[config.mk]
export PLATFORM = sky130hd
export DESIGN_NAME = serial_subtractor
export DESIGN_NICKNAME = d
export VERILOG_FILES = /design/src/rtl/serial_subtractor_pkg.sv /design/src/rtl/serial_subtractor_sub_digit.sv /design/src/rtl/serial_subtractor.sv
export SDC_FILE = /design/constraint.sdc
export NUM_CORES = 1
export LEC_CHECK = 0
export ABC_AREA = 1
export CORE_MARGIN = 8
export CORE_UTILIZATION = 47
export CTS_CLUSTER_SIZE = 16
export DETAILED_ROUTE_END_ITERATION = 10
export GPL_TIMING_DRIVEN = 0
export PLACE_DENSITY = 0.84
export SYNTH_ARGS = -nofsm -noshare
export SYNTH_HDL_FRONTEND = slang
export SYNTH_SLANG_ARGS = --single-unit
[constraint.sdc]
create_clock -name clk -period 1.8 [get_ports clk]
set_clock_uncertainty 0.15 [all_clocks]
set_input_delay 0.18 -clock clk [delete_from_list [all_inputs] [get_ports clk]]
set_output_delay 0.18 -clock clk [all_outputs]
set_load 0.02 [all_outputs]
[src/rtl/serial_subtractor_pkg.sv]
// Shared definitions for the digit-serial subtractor: sequencing states and
// helpers that derive the step count and step-counter width from the build
// parameters.
package serial_subtractor_pkg;

  typedef enum logic [1:0] {
    IDLE = 2'd0,
    RUN  = 2'd1,
    DONE = 2'd2
  } state_t;

  // Number of digit steps needed to cover the whole word.
  function automatic int calc_steps(input int width, input int digit);
    return width / digit;
  endfunction

  // Step counter width; a single-step build still keeps a 1-bit counter.
  function automatic int calc_cnt_w(input int steps);
    return (steps <= 1) ? 1 : $clog2(steps);
  endfunction

endpackage

[src/rtl/serial_subtractor_sub_digit.sv]
// Combinational DIGIT-bit slice: a ripple-borrow chain of full-subtractor
// cells computing a - b - bin for one digit of the operands.
module sub_digit #(
  parameter int DIGIT = 1
) (
  input  logic [DIGIT-1:0] a,
  input  logic [DIGIT-1:0] b,
  input  logic             bin,
  output logic [DIGIT-1:0] diff,
  output logic             bout
);

  // brw[i] is the borrow into bit i; brw[DIGIT] leaves the slice.
  logic [DIGIT:0] brw;

  assign brw[0] = bin;

  for (genvar i = 0; i < DIGIT; i++) begin : g_cell
    assign diff[i]  = a[i] ^ b[i] ^ brw[i];
    // Borrow out when b exceeds a, or when they are equal and a borrow
    // arrives from below.
    assign brw[i+1] = (~a[i] & b[i]) | (~(a[i] ^ b[i]) & brw[i]);
  end

  assign bout = brw[DIGIT];

endmodule

[src/rtl/serial_subtractor.sv]
// Digit-serial N-bit subtractor: diff = a - b - bin, DIGIT bits per clock,
// LSB digit first, borrow carried between digits in a register. Results,
// borrow-out and signed overflow update together at completion only.
module serial_subtractor
  import serial_subtractor_pkg::*;
#(
  parameter int WIDTH = 8,
  parameter int DIGIT = 1
) (
  input  logic             clk,
  input  logic             rst_n,
  input  logic             start,
  input  logic [WIDTH-1:0] a,
  input  logic [WIDTH-1:0] b,
  input  logic             bin,
  output logic             busy,
  output logic             done,
  output logic [WIDTH-1:0] diff,
  output logic             bout,
  output logic             ovf
);

  localparam int K  = calc_steps(WIDTH, DIGIT);
  localparam int CW = calc_cnt_w(K);
  localparam logic [CW-1:0] LAST_STEP = CW'(K - 1);

  if ((DIGIT < 1) || (WIDTH < 2) || ((WIDTH % DIGIT) != 0)) begin : g_bad_param
    $error("serial_subtractor: DIGIT must divide WIDTH and WIDTH must be >= 2");
  end

  state_t           state_r;
  state_t           state_s;
  logic             load_s;
  logic             step_s;
  logic             last_s;

  logic [WIDTH-1:0] a_sh_r;
  logic [WIDTH-1:0] b_sh_r;
  logic [WIDTH-1:0] acc_r;
  logic             borrow_r;
  logic [CW-1:0]    cnt_r;
  logic             a_msb_r;
  logic             b_msb_r;

  logic [WIDTH-1:0] diff_r;
  logic             bout_r;
  logic             ovf_r;
  logic             busy_r;
  logic             done_r;

  logic [DIGIT-1:0] dig_diff_s;
  logic             dig_bout_s;
  logic [WIDTH-1:0] acc_next_s;
  logic [WIDTH-1:0] a_next_s;
  logic [WIDTH-1:0] b_next_s;

  sub_digit #(
    .DIGIT (DIGIT)
  ) u_sub_digit (
    .a    (a_sh_r[DIGIT-1:0]),
    .b    (b_sh_r[DIGIT-1:0]),
    .bin  (borrow_r),
    .diff (dig_diff_s),
    .bout (dig_bout_s)
  );

  // Operands drain from the bottom; each new result digit enters the
  // accumulator at the top so that after K steps it sits LSB-aligned.
  assign a_next_s   = a_sh_r >> DIGIT;
  assign b_next_s   = b_sh_r >> DIGIT;
  assign acc_next_s = (acc_r >> DIGIT) | (WIDTH'(dig_diff_s) << (WIDTH - DIGIT));

  // State register with synchronous active-low reset.
  always_ff @(posedge clk) begin
    if (!rst_n) begin
      state_r <= IDLE;
    end else begin
      state_r <= state_s;
    end
  end

  // Next-state decode and datapath strobes; start is only honoured when idle
  // or in the completion cycle, which gives back-to-back operation.
  always_comb begin
    state_s = state_r;
    load_s  = 1'b0;
    step_s  = 1'b0;
    last_s  = 1'b0;
    case (state_r)
      IDLE: begin
        if (start) begin
          load_s  = 1'b1;
          state_s = RUN;
        end else begin
          state_s = IDLE;
        end
      end
      RUN: begin
        step_s = 1'b1;
        if (cnt_r == LAST_STEP) begin
          last_s  = 1'b1;
          state_s = DONE;
        end else begin
          state_s = RUN;
        end
      end
      DONE: begin
        if (start) begin
          load_s  = 1'b1;
          state_s = RUN;
        end else begin
          state_s = IDLE;
        end
      end
      default: begin
        state_s = IDLE;
      end
    endcase
  end

  // Operand capture, per-digit stepping and result commit at the final step.
  always_ff @(posedge clk) begin
    if (!rst_n) begin
      a_sh_r   <= {WIDTH{1'b0}};
      b_sh_r   <= {WIDTH{1'b0}};
      acc_r    <= {WIDTH{1'b0}};
      borrow_r <= 1'b0;
      cnt_r    <= {CW{1'b0}};
      a_msb_r  <= 1'b0;
      b_msb_r  <= 1'b0;
      diff_r   <= {WIDTH{1'b0}};
      bout_r   <= 1'b0;
      ovf_r    <= 1'b0;
    end else if (load_s) begin
      a_sh_r   <= a;
      b_sh_r   <= b;
      acc_r    <= {WIDTH{1'b0}};
      borrow_r <= bin;
      cnt_r    <= {CW{1'b0}};
      a_msb_r  <= a[WIDTH-1];
      b_msb_r  <= b[WIDTH-1];
    end else if (step_s) begin
      a_sh_r   <= a_next_s;
      b_sh_r   <= b_next_s;
      acc_r    <= acc_next_s;
      borrow_r <= dig_bout_s;
      cnt_r    <= cnt_r + {{(CW-1){1'b0}}, 1'b1};
      if (last_s) begin
        diff_r <= acc_next_s;
        bout_r <= dig_bout_s;
        // Overflow only when operand signs differ and the result sign
        // departs from the minuend sign.
        ovf_r  <= (a_msb_r ^ b_msb_r) & (acc_next_s[WIDTH-1] ^ a_msb_r);
      end
    end
  end

  // Status flags registered from the next state so they align with it.
  always_ff @(posedge clk) begin
    if (!rst_n) begin
      busy_r <= 1'b0;
      done_r <= 1'b0;
    end else begin
      busy_r <= (state_s == RUN);
      done_r <= (state_s == DONE);
    end
  end

  assign busy = busy_r;
  assign done = done_r;
  assign diff = diff_r;
  assign bout = bout_r;
  assign ovf  = ovf_r;

endmodule

==> metrics.cfg <==
[outcome]
status = finished, final reports clean

[cts]
cts_hold_buf = 0
cts_tree = done
clk_pin_slew_worst_paths_ns = 0.07
cts.repair.resized = 0
clk_latency_ns = 0.29
clk_path_buf_depth = 2
cts.htree.levels = 2
cts.sinks = 43
cts-root-buf = clkbuf_8
cts_buffers = 5
post_cts_buffers = 0

[route]
vias_per_cell = 4.80
drt_first_pass_iters = 4
drt-initial-drc-count = 86
vias = 1609
wl_per_cell_um = 11.6
remaining_drc_errors = 0
wirelength_um = 3900
antenna_left = 0

[pwr]
irDropWorstVdd_mv = 0.546
p_switching_mw = 0.479
power_mw = 1.87
p_per_area_nw_per_um2 = 814
p_clk_share_pct = 29.3
combPwrFrac_pct = 15.6
p_seq_share_pct = 55.1
p_leak_nw = 1.05
swShare_pct = 25.6
intPower_mw = 1.39

[floorplan]
num_io_pins = 32
core_area_sq_um = 3880
die_area_sq_um = 6200
die_w_um = 78.7
start_util_pct = 47.6
die_y_um = 78.7
fp-row-count = 23

[yosys]
synth_cell_types = 24
synth_area_sq_um = 1850
syn_nets = 271
synth_cells = 248
syn_avg_cell_area_sq_um = 7.46
ys_seq_area_share_pct = 46.5
yosysWarningCount = 0
ys_ff_latch = 43

[critical_path]
crit_chain = inv_1, fa_1, inv_1, nand3_1, nand3_1, nand3_1, inv_1
critPathCaptureType = register
path_class = register to register
startpoint = b_sh_r[0]
reg2reg_from = b_sh_r[0]
crit_buf_inv = 3
cp_data_arrival_time_ns = 1.67
startpoint_type = register
worst_ep_required_time_ns = 1.84
path_max_fanout = 3
cp_top_family = adder cells
slowest_stage = fa_1
cpPeakStageDelay_ns = 0.62

[grt]
grt_antenna_before_repair = 0
grt.total_usage_pct = 13.4
grt.overflow.total = 0
grt_pass1_wl_um = 6660
grt_max_degree = 12
grt_pass1_vias = 1467

[placement]
io_buffers = 31
postPlaceCellArea_sq_um = 2220
place.gp.congestion = 0.825
place_inst = 329
dp_hpwl_um = 2880
place_ws_ns = 0.0352

[layout]
drive_gt1_share_pct = 9.12
fin_cells = 335
fin_util_pct = 59.1
insertedDiodeCount = 0
area_delta_synth_final_pct = 24.1
fin_area_sq_um = 2290
layout.nets = 309

[timing]
min_period_ns = 1.63
clock.fmax_mhz = 612
setup_ws_ns = 0.167
slew-limit-headroom_pct = 64.7
final_hold_viol_count = 0
setup_tns_ns = 0
hold_ws_ns = 0.317
fin_crit_sh_pct = 90.7
rsz0062_at_grt = false
setup_violations = 0
worst_pin_slew_ns = 0.529
slew_violations = 0

[job]
maxCapViolCount = 0

[worst_hold_path]
min_from = a_sh_r[7]
hold_path_class = register to register

==> Yosys cell counts, drive strengths merged <==
library cell,number,area [sq um]
fa,1,20.0
xor2,1,8.76
a21oi,17,96.4
nor3,7,35.0
ha,2,25.0
o22ai,2,12.5
o21ai,24,120
dfxtp,43,861
clkbuf,3,11.3
nand2,49,204
buf,7,65.1
nor2,25,104
nand3,24,120
inv,43,166
==> metal layers <==
metal	share of wire [%]	up-vias	global-route usage (%)
li1	-	846	-
met1	45	727	15.7
met2	48	27	22.0
met3	4.4	9	4.40
met4	2.4	0	5.56
met5	0	-	0
==> placed cells by master, fill, tap and decap left out, drive strengths merged <==
cell type       n
xor2            1
o22ai           2
a21oi          17
dfxtp          43
nand3          24
nor3            7
ha              2
clkbuf          9
o21ai          24
fa              1
nand2          49
buf             7
nor2           25
clkdlybuf4s50  31
inv            43
==> state kept, by name (all words and copies together) (netlist names) <==
name	count
a_sh_r	8
b_sh_r	8
diff	8
acc_r	7
cnt_r	3
state_r	2
a_msb_r	1
b_msb_r	1
borrow_r	1
bout	1
busy	1
done	1
ovf	1
==> worst register-to-register path, delay by kind of cell (launching register included) <==
family	cells	cell delay (ns)
fa+ha+maj	1	0.62
buf+inv	3	0.19
flops	1	0.33
simple gates	3	0.25
==> logic make-up after synthesis <==
| group | count (synthesis) | synth area share [%] |
|---|---|---|
| AOI/OAI and AO/OA | 43 | 12.4 |
| buffers and inverters | 53 | 13.1 |
| adders and majority gates | 3 | 2.44 |
| and+or+nand+nor | 105 | 25.0 |
| xor gates and xnor gates | 1 | 0.474 |
| DFF | 43 | 46.5 |
==> power by group through the flow <==
stage	combinational, mW	clock (mW)	sequential (mW)
final	0.291	0.547	1.03
after floorplan	0.198	0	1.05
after CTS	0.293	0.558	1.03
after detailed placement	0.291	0	1.05
after global placement	0.284	0	1.05
after global routing	0.330	0.606	1.04
==> path summary, 6_finish.rpt <==
check         endpoint  slack, ns  cells past startpoint
max reg2reg        ovf       0.17                      7
min reg2reg  a_sh_r[7]       0.32                      2
max                ovf       0.17                      7
min          a_sh_r[7]       0.32                      2
==> final cells by class <==
| class | instances | area, sq um |
|---|---|---|
| flip-flops and latches | 43 | 861 |
| plain buffers | 10 | 76.3 |
| multi-input cells | 152 | 746 |
| repair buffers | 31 | 310 |
| clock buffers | 6 | 72.6 |
| fillers | 364 | 1590 |
| inverters | 43 | 166 |
| well taps | 50 | 62.6 |
(Power assumes the default switching activity.)
